==> src/rtl/snn_ram_loader.sv <==
// snn_ram_loader: unpacks received UART bytes LSB-first into single-bit
// writes that fill a DEPTH-entry, 1-bit-wide image RAM, then flags completion.
module snn_ram_loader #(
    parameter int unsigned ADDR_WIDTH = 10,
    parameter int unsigned DEPTH      = 784
) (
    input  logic                  clk,
    input  logic                  rst_n,
    input  logic                  start,
    input  logic [7:0]            rx_data,
    input  logic                  rx_rdy,
    output logic                  we,
    output logic [ADDR_WIDTH-1:0] waddr,
    output logic                  wdata,
    output logic                  busy,
    output logic                  load_done,
    output logic                  overrun
);

    typedef enum logic [1:0] {
        IDLE      = 2'd0,
        WAIT_BYTE = 2'd1,
        WRITE     = 2'd2,
        DONE      = 2'd3
    } state_t;

    localparam logic [ADDR_WIDTH:0] PIX_ONE  = (ADDR_WIDTH+1)'(1);
    localparam logic [ADDR_WIDTH:0] LAST_PIX = (ADDR_WIDTH+1)'(DEPTH - 1);

    state_t                state_q, state_d;
    logic [7:0]            shift_q, shift_d;
    logic [2:0]            bit_cnt_q, bit_cnt_d;
    logic [ADDR_WIDTH:0]   pix_q, pix_d;
    logic                  we_q, we_d;
    logic [ADDR_WIDTH-1:0] waddr_q, waddr_d;
    logic                  wdata_q, wdata_d;
    logic                  overrun_q, overrun_d;

    // Next-state and registered-output computation. The write port is
    // registered, so the write for a bit is set up one cycle ahead: accepting
    // a byte presents bit 0 immediately and keeps only bits 7..1 in the shift
    // register, whose bit 0 is then always the next bit to present.
    always_comb begin
        state_d   = state_q;
        shift_d   = shift_q;
        bit_cnt_d = bit_cnt_q;
        pix_d     = pix_q;
        we_d      = 1'b0;
        waddr_d   = waddr_q;
        wdata_d   = wdata_q;
        overrun_d = overrun_q;

        if (start) begin
            state_d   = WAIT_BYTE;
            pix_d     = '0;
            bit_cnt_d = '0;
            overrun_d = 1'b0;
        end else begin
            case (state_q)
                IDLE: begin
                end
                WAIT_BYTE: begin
                    if (rx_rdy) begin
                        state_d   = WRITE;
                        shift_d   = {1'b0, rx_data[7:1]};
                        bit_cnt_d = '0;
                        we_d      = 1'b1;
                        waddr_d   = pix_q[ADDR_WIDTH-1:0];
                        wdata_d   = rx_data[0];
                    end
                end
                WRITE: begin
                    if (rx_rdy) begin
                        overrun_d = 1'b1;
                    end
                    shift_d   = {1'b0, shift_q[7:1]};
                    bit_cnt_d = bit_cnt_q + 3'd1;
                    pix_d     = pix_q + PIX_ONE;
                    if (pix_q == LAST_PIX) begin
                        state_d = DONE;
                    end else if (bit_cnt_q == 3'd7) begin
                        state_d = WAIT_BYTE;
                    end else begin
                        we_d    = 1'b1;
                        waddr_d = pix_d[ADDR_WIDTH-1:0];
                        wdata_d = shift_q[0];
                    end
                end
                DONE: begin
                    if (rx_rdy) begin
                        overrun_d = 1'b1;
                    end
                end
                default: state_d = IDLE;
            endcase
        end
    end

    // State and output registers with synchronous active-low reset.
    always_ff @(posedge clk) begin
        if (!rst_n) begin
            state_q   <= IDLE;
            shift_q   <= '0;
            bit_cnt_q <= '0;
            pix_q     <= '0;
            we_q      <= 1'b0;
            waddr_q   <= '0;
            wdata_q   <= 1'b0;
            overrun_q <= 1'b0;
        end else begin
            state_q   <= state_d;
            shift_q   <= shift_d;
            bit_cnt_q <= bit_cnt_d;
            pix_q     <= pix_d;
            we_q      <= we_d;
            waddr_q   <= waddr_d;
            wdata_q   <= wdata_d;
            overrun_q <= overrun_d;
        end
    end

    assign we        = we_q;
    assign waddr     = waddr_q;
    assign wdata     = wdata_q;
    assign busy      = (state_q == WAIT_BYTE) || (state_q == WRITE);
    assign load_done = (state_q == DONE);
    assign overrun   = overrun_q;

endmodule

==> config.mk <==
export PLATFORM = sky130hd
export DESIGN_NAME = snn_ram_loader
export DESIGN_NICKNAME = d
export VERILOG_FILES = /design/src/rtl/snn_ram_loader.sv
export SDC_FILE = /design/constraint.sdc
export NUM_CORES = 1
export LEC_CHECK = 0
export BUFFER_PORTS_ARGS = -buffer_cell sky130_fd_sc_hd__buf_4
export CAP_MARGIN = 10
export CORE_ASPECT_RATIO = 2
export CORE_MARGIN = 1.5
export CORE_UTILIZATION = 30
export CTS_CLUSTER_SIZE = 25
export DETAILED_ROUTE_END_ITERATION = 16
export HOLD_SLACK_MARGIN = 0.1
export PLACE_DENSITY = 0.48
export SETUP_SLACK_MARGIN = 0.5
export SLEW_MARGIN = 20
export SYNTH_ARGS = -nofsm -noshare
export SYNTH_HDL_FRONTEND = slang
export SYNTH_SLANG_ARGS = --single-unit
export TNS_END_PERCENT = 5
==> constraint.sdc <==
create_clock -name clk -period 3.15 [get_ports clk]
set_input_delay 0.1575 -clock clk [delete_from_list [all_inputs] [get_ports clk]]
set_output_delay 0.1575 -clock clk [all_outputs]
set_load 0.005 [all_outputs]
# Word-level counts from Yosys, hierarchy flattened
# Index checks and enable logic that the tools add are counted.
# W data, S select, Z words.
[classes] add_sub_neg=2 n_mul=0 n_div=0 n_lt_le_gt_ge=0 eq_ne=11 shifts=0 mux=21 bitwise_logic=2 n_reduce_logical=11
[ops] operator="$mux W10" n=3
[ops] operator="$pmux W10 S2" n=1
[ops] operator="$pmux W8 S2" n=1
[ops] operator="$add A11 B1 Y11 const B" n=1
[ops] operator="$eq A11 B10 Y1 const B" n=1
[ops] operator="$reduce_and A3 Y1" n=3
[ops] operator="$mux W8" n=1
[ops] operator="$mux W1" n=7
[ops] operator="$mux W2" n=3
[ops] operator="$ne A2 B2 Y1 const B" n=3
[ops] operator="$ne A3 B3 Y1 const B" n=2
[ops] operator="$pmux W3 S2" n=1
[ops] operator="$reduce_and A5 Y1" n=1
[ops] operator="$eq A2 B2 Y1 const B" n=2
[ops] operator="$ne A4 B4 Y1 const B" n=1
[ops] operator="$pmux W1 S2" n=2
[ops] operator="$pmux W2 S2" n=1
[ops] operator="$reduce_and A2 Y1" n=2
[ops] operator="$reduce_or A2 Y1" n=2
[ops] operator="$add A3 B1 Y3 const B" n=1
[ops] operator="$eq A3 B3 Y1 const B" n=1
[ops] operator="$mux W3" n=1
[ops] operator="$reduce_bool A3 Y1" n=1
[ops] operator="$eq A2 B1 Y1 const B" n=1
[ops] operator="3 further kinds" n=4
[totals] reg_bits=37 latchBits=0 ramBits=0 mem_bits_ro=0 input_bits=12 out_inout_bits=15 elab_cells=56 mem_count=0

# Logic depth before layout (Yosys ltp)
# Gate-level depths: netlist (run 1).
[logic_depth] depth_word=5 ltp_mapped=7 depth_no_buf=6

# Worst setup path before layout (run 1)
# No wires, ideal clock.
[synth_path] path_type="register to register" from="register state_q[0]" to="register waddr_q[8], in the netlist waddr[8]" setup_ps=137 arrival_ps=1531 t_required_ps=3013 path_slack_ps=1482 path_stages_with_launch=7 path_buffers=1 synth_period_minus_slack_ps=1668 path_cell_list="dfxtp_1 -> inv_1 -> ha_1 -> or3_1 -> a21oi_2 -> buf_6 -> a311oi_2"
[synth_between] elab_chain_cells=3 elab_cells_between_ends=8 cone_classes="5 x eq/ne; 1 x mux; 2 x reduce/logical"
[synth_rtl] item="from (decl)" line_no="30" source="state_t state_q, state_d;"
[synth_rtl] item="from (signal assigned)" line_no="111" source="state_q <= state_d;"
[synth_rtl] item="$eq A2 B2 Y1 or $eq A2 B1 Y1 (tied branches)" line_no="59" source="case (state_q)"
[synth_rtl] item="$ne A2 B2 Y1 (no line) or $reduce_bool A2 Y1 (tied branches)"
[synth_rtl] item="$reduce_and A5 Y1 (no line)"
[synth_rtl] item="to (signal assigned)" line_no="116" source="waddr_q <= waddr_d;"
[synth_rtl] item="to (decl)" line_no="35" source="logic [ADDR_WIDTH-1:0] waddr_q, waddr_d;"
# Parallel ways exist; a longest one is shown, timed or not.
# A chain may end at the register's enable or synchronous reset.

# Worst setup path after layout (run 1)
# Same ends and word-level chain as after synthesis.

==> results.toml, run 1 <==
[logic_synthesis]
mappedNetlistArea_um2 = 1660
synthesis.instances = 168
synth_seq_area_share_pct = 43.5
syn_area_per_cell_um2 = 9.86
post_synth_num_cell_types = 39
synth.net_count = 186
synth.ff_latch_count = 36
synth.yosys.warnings = 0

[worst_setup_path]
worstPathMaxFanout = 11
cp_data_arrival_time_ns = 2.31
regToRegEndpoint = "waddr[8]"
timing.rr.start = "state_q[0]"
worstPathCellList = "inv_1, ha_1, or3_1, a21oi_2, a311oi_2"
critPathCapture = "waddr[8]"
ff2ff_setup_slack_ns = 0.98
timing.critical_path.to_type = "register"
crit_path_top_delay_cell = "sky130_fd_sc_hd__a21oi_2"
source_of_the_critical_timing_path = "state_q[0]"
cpPeakStageDelay_ns = 0.59
critical_path_required_ns = 3.28
crit_path_start_kind = "register"
critPathKind = "register to register"
rr_worst_depth = 5

[grt]
first_global_vias = 1414
gr-total-overflow = 0
global_route.usage.total_pct = 13.6
grt_pass1_wl_mm = 6.47
grt_start_max_net_pins = 20
grt_antenna_before_repair = 0

[drt]
drt-vias-per-instance = 5.26
drt_iter0_drcs = 32
firstDrtPassIters = 4
detail-route-antenna-nets = 0
post-route-drc-count = 0
wirelength_mm = 3.93
count_of_vias_placed_by_the_detailed_router = 1346
route.detailed.wl_per_inst_um = 15.4

[hold_path]
hp-class = "input pin to register"

[clock_tree]
post-cts-setup-buffer-count = 0
cts-resized-gates = 0
ctsLongestPathBuffers = 2
cts_hold_repair.buffers = 0
cts_max_level = 2
clkTransAtPathRegs_ns = 0.08
clkSinkCount = 36
root_buffer = "sky130_fd_sc_hd__clkbuf_8"
cts_tree = "done"
cts-buffers-inserted = 5
clock_network_latency_to_the_later_pin_of_the_worst_skew_pair_ns = 0.29

[place]
post-dp-hpwl_mm = 2.89
gp_routability_congestion = 0.800
place_area_um2 = 1890
placement.io_buffers = 26

[finish]
fill_count = 577
antenna_cells = 0
final_nets = 213
area_growth_syn_to_layout_pct = 20.8
final_layout_size_suffix_gt1_share_pct = 26.0
final_area_um2 = 2000

[sta]
worst-slew-pin-transition_ns = 0.776
number_of_endpoints_failing_setup_at_the_final_stage = 0
final.period_utilization_pct = 69.0
timing.final.hold_violations = 0
finalCriticalPeriod_ns = 2.17
timing.setup.tns_ns = 0
timing.max_slew.rel_slack_pct = 48.3
fmax_mhz = 460
grt_setup_unrepaired = "false"
fin_worst_skew_ns = 0.00801
drv_slew = 0

[pwr]
static-leakage-power_nw = 0.746
report.power.total_w = 0.00105
ratio_of_total_power_to_cell_area_nw_per_um2 = 524
power.ir.vdd_worst_mv = 0.307

[die]
floorplan.rows = 38
die-area_um2 = 6000
die_height_um = 108
start_util_pct = 30.8
io-pin-count = 27
die_w_um = 55.5
core_region_area_um2 = 5370

[job]
number_of_violations_of_the_max_capacitance_limit = 0

[status]
run_status = "complete, no violations"
[state kept, by name, indices dropped and copies added (netlist names)]
signal     flops
pix_q         11
waddr         10
shift_q        7
bit_cnt_q      3
state_q        2
overrun        1
wdata          1
we             1
[Yosys cell counts]
master | n | area, um^2
sky130_fd_sc_hd__a2111oi_2 | 1 | 15.0
sky130_fd_sc_hd__nor4_4 | 1 | 21.3
sky130_fd_sc_hd__clkinv_1 | 1 | 3.75
sky130_fd_sc_hd__a21oi_2 | 1 | 8.76
sky130_fd_sc_hd__and2_1 | 1 | 6.26
sky130_fd_sc_hd__nor2_1 | 21 | 78.8
sky130_fd_sc_hd__and3_1 | 1 | 6.26
sky130_fd_sc_hd__nand4_1 | 3 | 18.8
sky130_fd_sc_hd__buf_2 | 3 | 15.0
sky130_fd_sc_hd__mux2i_1 | 9 | 90.1
sky130_fd_sc_hd__clkbuf_1 | 3 | 11.3
sky130_fd_sc_hd__or3_1 | 2 | 12.5
sky130_fd_sc_hd__nand2_1 | 5 | 18.8
sky130_fd_sc_hd__nand2b_1 | 1 | 6.26
sky130_fd_sc_hd__and4_1 | 2 | 17.5
sky130_fd_sc_hd__nand3_1 | 3 | 15.0
sky130_fd_sc_hd__a31oi_1 | 1 | 6.26
sky130_fd_sc_hd__inv_1 | 4 | 15.0
sky130_fd_sc_hd__o21bai_1 | 1 | 7.51
sky130_fd_sc_hd__o22ai_1 | 1 | 6.26
sky130_fd_sc_hd__nor2b_1 | 2 | 12.5
sky130_fd_sc_hd__o21ai_0 | 2 | 10.0
sky130_fd_sc_hd__buf_6 | 2 | 22.5
sky130_fd_sc_hd__nand3b_1 | 1 | 7.51
sky130_fd_sc_hd__a211oi_2 | 9 | 113
sky130_fd_sc_hd__ha_1 | 6 | 75.1
sky130_fd_sc_hd__xor2_1 | 5 | 43.8
sky130_fd_sc_hd__nand4_2 | 1 | 12.5
sky130_fd_sc_hd__a22oi_1 | 3 | 22.5
sky130_fd_sc_hd__a211oi_1 | 7 | 52.6
sky130_fd_sc_hd__buf_4 | 1 | 7.51
sky130_fd_sc_hd__nor3_1 | 3 | 15.0
sky130_fd_sc_hd__a311oi_2 | 1 | 15.0
sky130_fd_sc_hd__dfxtp_1 | 36 | 721
sky130_fd_sc_hd__a31o_2 | 1 | 8.76
sky130_fd_sc_hd__a21o_1 | 1 | 7.51
sky130_fd_sc_hd__and4b_1 | 1 | 10.0
sky130_fd_sc_hd__xnor2_1 | 4 | 35.0
sky130_fd_sc_hd__a21oi_1 | 17 | 85.1
[cell families (layout without fill, tap and decap cells)]
| family | count (synthesis) | after routing | synth area share [%] |
|---|---|---|---|
| AND/OR/NAND/NOR | 48 | 48 | 15.6 |
| AO/OA/AOI/OAI | 46 | 46 | 21.6 |
| XOR/XNOR | 9 | 9 | 4.76 |
| adder cells (fa/ha/maj) | 6 | 6 | 4.53 |
| flip-flops | 36 | 36 | 43.5 |
| multiplexers | 9 | 9 | 5.44 |
| buffers and inverters | 14 | 42 | 4.53 |
[worst min path at each step]
stage	start	endpoint	slack, ns	depth (start not counted)
after detailed placement	rx_rdy	overrun	0.42	3
after global routing	rx_rdy	overrun	0.12	3
after CTS	rx_rdy	overrun	0.12	3
final	rx_rdy	overrun	0.13	3
after floorplan	rx_rdy	overrun	0.30	2
after global placement	rx_rdy	overrun	0.42	3
[stage by stage]
step | cells | hold slack [ns] | setup WS, ns | util [%]
6_report | 256 | 0.127 | 0.975 | 37.2
5_1_grt | 256 | 0.119 | 0.868 | 37.2
3_5_place_dp | 248 | 0.424 | 0.987 | 35.2
2_1_floorplan | 168 | 0.301 | 1.48 | -
3_3_place_gp | 248 | 0.423 | 1.04 | 35.2
4_1_cts | 256 | 0.115 | 0.964 | 37.2
[worst max-delay path: cells and delay by family, from the launching register on]
kind | cells | cell delay, ns
adders and majority gates | 1 | 0.36
AOI/OAI and AO/OA | 2 | 0.78
buffers and inverters | 1 | 0.06
and+or+nand+nor | 1 | 0.42
DFF | 1 | 0.39
[area by class of cell]
cell class	count	area [um^2]	share of cell area, %
Clock buffer	6	72.6	3.63
Inverter	5	18.8	0.938
Clock inverter	2	35.0	1.75
Tap cell	60	75.1	3.75
Multi-Input combinational cell	118	861	43.0
Timing Repair Buffer	29	218	10.9
Sequential cell	36	721	36.0
[cell usage in the layout (no fill, tap or decap), types with 2 or more instances in the layout]
cell / netlist / routed
sky130_fd_sc_hd__a211oi_1: 7 / 7
sky130_fd_sc_hd__a211oi_2: 9 / 9
sky130_fd_sc_hd__a21oi_1: 17 / 17
sky130_fd_sc_hd__a22oi_1: 3 / 3
sky130_fd_sc_hd__and4_1: 2 / 2
sky130_fd_sc_hd__buf_4: 1 / 29
sky130_fd_sc_hd__clkbuf_8: 0 / 5
sky130_fd_sc_hd__dfxtp_1: 36 / 36
sky130_fd_sc_hd__ha_1: 6 / 6
sky130_fd_sc_hd__inv_1: 4 / 4
sky130_fd_sc_hd__mux2i_1: 9 / 9
sky130_fd_sc_hd__nand2_1: 5 / 5
sky130_fd_sc_hd__nand3_1: 3 / 3
sky130_fd_sc_hd__nand4_1: 3 / 3
sky130_fd_sc_hd__nor2_1: 21 / 21
sky130_fd_sc_hd__nor2b_1: 2 / 2
sky130_fd_sc_hd__nor3_1: 3 / 3
sky130_fd_sc_hd__o21ai_0: 2 / 2
sky130_fd_sc_hd__or3_1: 2 / 2
sky130_fd_sc_hd__xnor2_1: 4 / 4
sky130_fd_sc_hd__xor2_1: 5 / 5
[layer usage]
| layer | vias to the layer above | share of wire, % | global-route usage (%) |
|---|---|---|---|
| met5 | - | 0 | 0 |
| met4 | 0 | 3.0 | 8.19 |
| met3 | 11 | 2.3 | 1.79 |
| met2 | 27 | 53 | 25.2 |
| met1 | 649 | 41 | 14.3 |
| li1 | 659 | - | - |
[where the power goes]
group / switching, W / total (W) / internal, W / leakage (nW)
registers: 0.0000154 / 0.000496 / 0.000481 / 0.293
logic: 0.0000775 / 0.000150 / 0.0000721 / 0.398
clock network: 0.000168 / 0.000403 / 0.000235 / 0.0552
Power figures use the tool's default switching activity.
==> run 2: changes to the inputs <==
==> constraint.sdc (replaced) <==
create_clock -name clk -period 2.2 [get_ports clk]
set_input_delay 0.11 -clock clk [delete_from_list [all_inputs] [get_ports clk]]
set_output_delay 0.11 -clock clk [all_outputs]
set_load 0.005 [all_outputs]
==> run 2 against run 1 <==
Clock power is 24% higher. Setup slack got worse by 0.44 ns. Clock skew decreased by 0.0021 ns. Sequential share of layout area down 2.0 points. Critical endpoint is now waddr[5]. Global-route usage rose by 1.1 points. Largest cell class unchanged. Via count is 2.1% higher. Highest routed layer unchanged.
==> results.toml, run 2 (synthesis results as in run 1) <==
[finish]
final_nets = 223
antenna_cells = 0
final_cell_mix = "sky130_fd_sc_hd__buf_4, sky130_fd_sc_hd__dfxtp_1, sky130_fd_sc_hd__nor2_1"
final_layout_size_suffix_gt1_share_pct = 34.5
largest-register = "pix_q"
mostFrequentLayoutCell = "sky130_fd_sc_hd__buf_4"
area_growth_syn_to_layout_pct = 29.2
largest_register_ffs = 11
layout.core_utilization_pct = 39.8

[sta]
fin_worst_skew_ns = 0.00591
timing.max_slew.rel_slack_pct = 51.1
drv_slew = 0
number_of_endpoints_failing_setup_at_the_final_stage = 0
timing.setup.tns_ns = 0
grt_setup_unrepaired = "true"
finalCriticalPeriod_ns = 1.66
timing.final.hold_violations = 0
final.period_utilization_pct = 75.6
fmax_mhz = 601
worst-slew-pin-transition_ns = 0.734

[die]
die_w_um = 55.5
start_util_pct = 30.8
core_region_area_um2 = 5370
die-area_um2 = 6000
die_height_um = 108
io-pin-count = 27
floorplan.rows = 38

[status]
run_status = "complete, no violations"

[hold_path]
hp-class = "input pin to register"

[drt]
detail-route-antenna-nets = 0
firstDrtPassIters = 4
post-route-drc-count = 0
drt_iter0_drcs = 44
wirelength_mm = 4.23
count_of_vias_placed_by_the_detailed_router = 1374
route.detailed.wl_per_inst_um = 15.9
drt-vias-per-instance = 5.17

[grt]
global_route.usage.total_pct = 14.7
first_global_vias = 1452
grt_start_max_net_pins = 20
grt_util_met3_pct = 2.75
met1_usage_pct = 14.8
grt_antenna_before_repair = 0
gr-total-overflow = 0
grt_pass1_wl_mm = 6.91
groute.layer.met2.usage_pct = 27.9
busiest_layer = "met2"

[worst_setup_path]
critPathKind = "register to register"
worstPathMaxFanout = 5
crit_path_start_kind = "register"
critical_path_required_ns = 2.36
timing.critical_path.to_type = "register"
cp_data_arrival_time_ns = 1.82

[clock_tree]
clkSinkCount = 36
clkTransAtPathRegs_ns = 0.08
root_buffer = "sky130_fd_sc_hd__clkbuf_8"
clock_network_latency_to_the_later_pin_of_the_worst_skew_pair_ns = 0.29
cts_tree = "done"
cts-buffers-inserted = 5
ctsLongestPathBuffers = 2
cts_max_level = 2

[pwr]
static-leakage-power_nw = 0.796
power.ir.vdd_worst_mv = 0.485
ratio_of_total_power_to_cell_area_nw_per_um2 = 685

[place]
gp_routability_congestion = 0.811
post-dp-hpwl_mm = 2.83
placement.io_buffers = 26

[job]
number_of_violations_of_the_max_capacitance_limit = 0
[run 2: what timing repair did]
item                                   CTS  global route
resized for setup                       15             6
endpoints found under the hold margin    1             0
pin swaps                                1             3
setup endpoints to repair               21            12
setup buffers                            4             1
hold buffers                             1             0
gates cloned                             1             1
[run 2: critical path, stage by stage (launching register included)]
cell                       delay (ns)
sky130_fd_sc_hd__dfxtp_2         0.33
sky130_fd_sc_hd__buf_4           0.14
sky130_fd_sc_hd__ha_4            0.24
sky130_fd_sc_hd__or3_4           0.41
sky130_fd_sc_hd__a21oi_4         0.15
sky130_fd_sc_hd__buf_4           0.19
sky130_fd_sc_hd__a211oi_2        0.07
[run 2: path summary, 6_finish.rpt]
| kind | start | endpoint | slack (ns) | cells after the start |
|---|---|---|---|---|
| worst max register to register | state_q[1] | waddr[5] | 0.54 | 6 |
| worst max-delay path | state_q[1] | waddr[5] | 0.54 | 6 |
| worst min-delay path | rx_data[7] | shift_q[6] | 0.11 | 3 |
| worst min register to register | shift_q[6] | shift_q[6] | 0.50 | 2 |
[run 2: layout make-up]
class | instances | area, um^2
Sequential cell | 36 | 727
Multi-Input combinational cell | 118 | 927
Clock buffer | 6 | 82.6
Clock inverter | 2 | 10.0
Tap cell | 60 | 75.1
Timing Repair Buffer | 39 | 299
Fill cell | 554 | 3230
Inverter | 5 | 18.8
[run 2: layer usage]
metal / wire [um] / up-vias
met5: 0 / -
met4: 82 / 0
met3: 83 / 6
met2: 2390 / 16
met1: 1670 / 668
li1: - / 684
[run 2: where the power goes]
part | internal (W) | switching (W)
logic | 0.000131 | 0.000128
registers | 0.000688 | 0.0000210
clock network | 0.000250 | 0.000248
total | 0.00107 | 0.000397
[run 2: through the flow]
step	worst slack, ns	area, um^2	hold WS (ns)	power [W]	cells
after floorplan	0.532	1660	0.254	0.000860	168
after global placement	0.397	1910	0.371	0.000937	250
after detailed placement	0.351	1910	0.385	0.000945	250
after CTS	0.502	2110	0.103	0.00148	264
after global routing	0.475	2140	0.115	0.00154	266
final	0.536	2140	0.110	0.00147	266
